[src/rtl/hazard_pkg.sv]
// Shared types for the pipeline hazard controller: FSM states, forwarding
// select encodings and the load-use detection helper.
package hazard_pkg;

  localparam int unsigned REG_W = 5;

  typedef logic [REG_W-1:0] regIdx_t;

  typedef enum logic [1:0] {
    RUN     = 2'b00,
    MEMWAIT = 2'b01,
    ERROR   = 2'b10
  } hazardState_t;

  typedef enum logic [1:0] {
    FWD_REG = 2'b00,
    FWD_WB  = 2'b01,
    FWD_MEM = 2'b10
  } fwdSel_t;

  // A load in EX whose destination feeds a source the ID instruction actually reads.
  function automatic logic loadUseHazard(
    input logic    exMemRead,
    input regIdx_t exDst,
    input regIdx_t idRs,
    input regIdx_t idRt,
    input logic    idUsesRt
  );
    return exMemRead && (exDst != '0) &&
           ((exDst == idRs) || (idUsesRt && (exDst == idRt)));
  endfunction

endpackage

[src/rtl/forwarding_unit.sv]
// Selects the EX operand source for one source register; MEM beats WB and
// register 0 is never forwarded.
module forwarding_unit
  import hazard_pkg::*;
(
  input  logic [REG_W-1:0] srcReg,
  input  logic [REG_W-1:0] memDst,
  input  logic             memRegWrite,
  input  logic [REG_W-1:0] wbDst,
  input  logic             wbRegWrite,
  output fwdSel_t          fwdSel
);

  always_comb begin
    fwdSel = FWD_REG;
    if (memRegWrite && (memDst != '0) && (memDst == srcReg)) begin
      fwdSel = FWD_MEM;
    end else if (wbRegWrite && (wbDst != '0) && (wbDst == srcReg)) begin
      fwdSel = FWD_WB;
    end
  end

endmodule

[src/rtl/hazard_controller.sv]
// Pipeline hazard controller: stage enables/flushes for memory stalls,
// redirects and load-use bubbles, operand forwarding, and statistics.
module hazard_controller
  import hazard_pkg::*;
#(
  parameter int unsigned WAIT_LIMIT = 255,
  parameter int unsigned CNT_W      = 16
) (
  input  logic             clk,
  input  logic             reset,
  input  logic [REG_W-1:0] id_rs,
  input  logic [REG_W-1:0] id_rt,
  input  logic             id_uses_rt,
  input  logic [REG_W-1:0] ex_rs,
  input  logic [REG_W-1:0] ex_rt,
  input  logic [REG_W-1:0] ex_dst,
  input  logic             ex_memread,
  input  logic             ex_redirect,
  input  logic [REG_W-1:0] mem_dst,
  input  logic [REG_W-1:0] wb_dst,
  input  logic             mem_regwrite,
  input  logic             wb_regwrite,
  input  logic             mem_busy,
  output logic             pc_en,
  output logic             ifid_en,
  output logic             idex_en,
  output logic             exmem_en,
  output logic             memwb_en,
  output logic             ifid_flush,
  output logic             idex_flush,
  output logic [1:0]       fwd_a,
  output logic [1:0]       fwd_b,
  output logic [CNT_W-1:0] stall_cnt,
  output logic [CNT_W-1:0] flush_cnt,
  output logic             error
);

  localparam int unsigned WAIT_W = $clog2(WAIT_LIMIT + 1);
  localparam logic [WAIT_W-1:0] WAIT_LAST = WAIT_W'(WAIT_LIMIT - 1);

  hazardState_t      state;
  hazardState_t      nextState;
  logic [WAIT_W-1:0] waitCnt;
  logic              waitInc;
  logic              waitClr;
  logic              stallInc;
  logic              flushInc;
  logic              loadUse;
  fwdSel_t           fwdSelA;
  fwdSel_t           fwdSelB;

  assign loadUse = loadUseHazard(ex_memread, ex_dst, id_rs, id_rt, id_uses_rt);

  forwarding_unit uFwdA (
    .srcReg      (ex_rs),
    .memDst      (mem_dst),
    .memRegWrite (mem_regwrite),
    .wbDst       (wb_dst),
    .wbRegWrite  (wb_regwrite),
    .fwdSel      (fwdSelA)
  );

  forwarding_unit uFwdB (
    .srcReg      (ex_rt),
    .memDst      (mem_dst),
    .memRegWrite (mem_regwrite),
    .wbDst       (wb_dst),
    .wbRegWrite  (wb_regwrite),
    .fwdSel      (fwdSelB)
  );

  // Forwarding stays live in every state; only reset forces the regfile path.
  assign fwd_a = reset ? 2'(FWD_REG) : 2'(fwdSelA);
  assign fwd_b = reset ? 2'(FWD_REG) : 2'(fwdSelB);
  assign error = (state == ERROR) && !reset;

  // Next state and stage controls; reset leaves the run-through defaults.
  always_comb begin
    nextState  = state;
    pc_en      = 1'b1;
    ifid_en    = 1'b1;
    idex_en    = 1'b1;
    exmem_en   = 1'b1;
    memwb_en   = 1'b1;
    ifid_flush = 1'b0;
    idex_flush = 1'b0;
    waitInc    = 1'b0;
    waitClr    = 1'b0;
    stallInc   = 1'b0;
    flushInc   = 1'b0;

    if (reset) begin
      nextState = RUN;
    end else begin
      case (state)
        RUN, MEMWAIT: begin
          if (mem_busy) begin
            pc_en    = 1'b0;
            ifid_en  = 1'b0;
            idex_en  = 1'b0;
            exmem_en = 1'b0;
            memwb_en = 1'b0;
            waitInc  = 1'b1;
            stallInc = 1'b1;
            nextState = (waitCnt == WAIT_LAST) ? ERROR : MEMWAIT;
          end else begin
            waitClr   = 1'b1;
            nextState = RUN;
            if (ex_redirect) begin
              ifid_flush = 1'b1;
              idex_flush = 1'b1;
              flushInc   = 1'b1;
            end else if (loadUse) begin
              pc_en      = 1'b0;
              ifid_en    = 1'b0;
              idex_flush = 1'b1;
              stallInc   = 1'b1;
            end
          end
        end
        default: begin
          pc_en     = 1'b0;
          ifid_en   = 1'b0;
          idex_en   = 1'b0;
          exmem_en  = 1'b0;
          memwb_en  = 1'b0;
          nextState = ERROR;
        end
      endcase
    end
  end

  always_ff @(posedge clk) begin
    if (reset) begin
      state <= RUN;
    end else begin
      state <= nextState;
    end
  end

  // Consecutive busy cycles; never exceeds WAIT_LIMIT since that edge enters ERROR.
  always_ff @(posedge clk) begin
    if (reset || waitClr) begin
      waitCnt <= '0;
    end else if (waitInc) begin
      waitCnt <= waitCnt + WAIT_W'(1);
    end
  end

  // Saturating statistics.
  always_ff @(posedge clk) begin
    if (reset) begin
      stall_cnt <= '0;
      flush_cnt <= '0;
    end else begin
      if (stallInc && (stall_cnt != '1)) begin
        stall_cnt <= stall_cnt + CNT_W'(1);
      end
      if (flushInc && (flush_cnt != '1)) begin
        flush_cnt <= flush_cnt + CNT_W'(1);
      end
    end
  end

endmodule

[config.mk]
export PLATFORM = sky130hd
export DESIGN_NAME = hazard_controller
export DESIGN_NICKNAME = d
export VERILOG_FILES = /design/src/rtl/hazard_pkg.sv /design/src/rtl/forwarding_unit.sv /design/src/rtl/hazard_controller.sv
export SDC_FILE = /design/constraint.sdc
export NUM_CORES = 1
export LEC_CHECK = 0
export BUFFER_PORTS_ARGS = -buffer_cell sky130_fd_sc_hd__clkbuf_2
export CORE_ASPECT_RATIO = 0.9
export CORE_MARGIN = 2
export CORE_UTILIZATION = 43
export CTS_CLUSTER_DIAMETER = 120
export DETAILED_ROUTE_END_ITERATION = 8
export GPL_TIMING_DRIVEN = 0
export PLACE_DENSITY_LB_ADDON = 0.15
export SLEW_MARGIN = 5
export SYNTH_ARGS = -nofsm -noshare
export SYNTH_HDL_FRONTEND = slang
export SYNTH_SLANG_ARGS = --single-unit
[constraint.sdc]
create_clock -name clk -period 3.8 [get_ports clk]
set_clock_uncertainty 0.2 [all_clocks]
set_input_delay 0.38 -clock clk [delete_from_list [all_inputs] [get_ports clk]]
set_output_delay 0.38 -clock clk [all_outputs]
set_load 0.02 [all_outputs]
==> impl_results.md <==
* Outcome: completed
* CTS resizes at 0
* Crit. End Element: output pin
* Buf/Inv on CP at 3
* Largest delay contributor family on the critical path: simple AND/OR/NAND/NOR gates
* # diodes at 0
* Register area share after synthesis at 34.30%
* Reg clk slew, reported paths at 0.07 ns
* # H-tree levels at 2
* Rel. slew slack at 44.04%
* Crit Path Class: in2out
* Number of flops mapped to enable cells by yosys at 0
* Final hold slack at 0.2529 ns
* Most frequent cell on the critical path: clkbuf_2
* Worst hold path class: in2reg
* Final ANT Viol Nets at 0
* Site row count at 26
* CTS tree: done
* Synthesized net count at 336
* CTS Buffer Depth at 2
* Router iterations before antenna repair at 4
* Layout area overhead at 25.47%
* Critical path startpoint category: primary input
* Synth async-reset ratio at 0%
* Endpoints failing setup at 0
* GP Congestion at 0.8097
* Yosys warning total at 0
* Hold Vio Cnt, Final at 0
* # DRC at 0
* Core ar. at 5595 sq um
* Slew @ Worst Pin at 0.8338 ns
* Skew-Pair Late Insertion Delay at 0.30 ns
* Synth area leader: dfxtp_1
* Via count at 2333
* Fillcell total at 555
* Area of the die at 6321 sq um
* Total Wirelength at 5609 um
* CTS Hold Bufs at 0
* Overall Global Routing Usage at 17.94%
* Final Cycle Share at 67.17%
* Share of the synthesized area in the top cell type at 34.30%
* Pin count of the biggest net entering global routing at 13
* Synthesized area at 2451 sq um
* First-pass GRT wire length at 9197 um
* VDD IR max at 0.0002027 V
* Syn_area_per_cell at 8.481 sq um
* Hpwl dp at 4473 um
* Grt ovf at 0
* Post-CTS Setup Inserts at 0
* CP Max Fanout at 3
* RSZ-0062 raised after global routing: no
* Power per cell area at 297.2 nW/um^2
* Sum of negative setup slack at 0 ns
* Ys flop type: dfxtp_1
* Die Height at 75.63 um
* Top post-synthesis cells by count: dfxtp_1 (42), nor2_1 (33), xor2_1 (29)
* Cts bufs inserted at 5
* # port buffers at 86
* Vias in the first global route at 1955
* Wire per inst at 12.38 um
* Initial antenna violation count at 0
* Area contributors post-synth: dfxtp_1 (34%), xor2_1 (10%), xnor2_1 (8.6%)
* Critical Path AT at 1.97 ns
* CP max-delay cell: or4_4
* Initial Util at 43.81%
* Worst Path Required at 3.22 ns
* Clock root cell: clkbuf_8
* Share of cells above drive strength 1 at 29.24%
* Max-capacitance violation count at 0
* CP peak stage delay at 0.54 ns
* Post-Synthesis Cells at 289
* Final min period at 2.552 ns
* Most frequent cell after synthesis: dfxtp_1
* CTS sink cnt at 42
* Io pins at 87
* Achievable frequency at 391.8 MHz
* Synth Register Bits at 42
* Number of distinct library cells after synthesis at 47
* NumNets Final at 429
* Violation count after the first detailed-route iteration at 78
* Crit path cell chain: clkbuf_2, or4_4, o21ai_0, nor3_1, o31ai_1, buf_4, clkbuf_2
* Vias per cell at 5.150
* R2R Setup Slk at 1.39 ns
* Leak pwr at 0.001249 uW
* DIE WIDTH at 83.59 um
* Final Max Slew Viols at 0
## power by group
part	switching (uW)	total (uW)	internal [uW]
clock network	151	348	197
registers	4.20	448	444
logic	65.1	118	53.3
## layout make-up
cell class | instances | area (sq um) | area share (%)
Buffer | 10 | 56.30 | 1.831
Clock buffer | 7 | 76.32 | 2.482
Clock inverter | 1 | 30.03 | 0.9764
Inverter | 5 | 18.77 | 0.6103
Multi-Input combinational cell | 232 | 1535 | 49.92
Sequential cell | 42 | 840.8 | 27.34
Tap cell | 70 | 87.58 | 2.848
Timing Repair Buffer | 86 | 430.4 | 14.00
## stage by stage
step                util (%)  area, sq um  cells  worst slack, ns  total power, uW
floorplan                  -         2451    289            1.184            526.0
global placement       53.06         2969    445            1.218            575.9
detailed placement     53.06         2969    445            1.216            577.9
CTS                    54.96         3075    453            1.215            929.1
global route           54.96         3075    453            1.012            959.8
finish                 54.96         3075    453            1.248            914.0
## cell usage in the layout, fill, tap and decap left out, drive strengths merged, types with 9 or more instances in the layout
| master | synthesis | final |
|---|---|---|
| a21oi | 18 | 18 |
| clkbuf | 3 | 96 |
| dfxtp | 42 | 42 |
| nand2 | 20 | 20 |
| nand3 | 17 | 17 |
| nand4 | 12 | 12 |
| nor2 | 34 | 34 |
| o21ai | 13 | 13 |
| or3 | 9 | 9 |
| xnor2 | 24 | 24 |
| xor2 | 29 | 29 |
## registers in the layout (all words and copies together), names as in the netlist
register / cells
waitCnt: 8
flush_cnt: 16
state: 2
stall_cnt: 16
## worst reg2reg max path, delay by kind of cell, from the launching register on
kind	cells	cell delay, ns
AO/OA/AOI/OAI	2	0.41
flip-flops	1	0.42
buffers and inverters	1	0.22
AND/OR/NAND/NOR	3	0.61
multiplexers	1	0.19
adder cells (fa/ha/maj)	1	0.25
## per-layer routing
layer / GRT usage [%] / routed length (um)
met1: 24.25 / 2753
met2: 27.91 / 2386
met3: 5.634 / 405
met4: 5.376 / 64
met5: 0 / 0
## cell families after synthesis
logic type / Yosys count / synth area share [%]
DFF: 42 / 34.30
xor gates and xnor gates: 53 / 18.94
AOI/OAI and AO/OA: 44 / 12.05
and+or+nand+nor: 128 / 28.18
adders and majority gates: 4 / 2.042
buffers and inverters: 15 / 3.063
muxes: 3 / 1.429
## path summary, 6_finish.rpt
path / depth (start not counted) / from / end
setup reg to reg: 8 / stall_cnt[0] / stall_cnt[1]
setup / recovery: 7 / ex_dst[1] / pc_en
hold reg to reg: 2 / waitCnt[7] / waitCnt[7]
hold / removal: 3 / mem_busy / state[0]
Note: power is estimated with default switching activity, not from simulation.
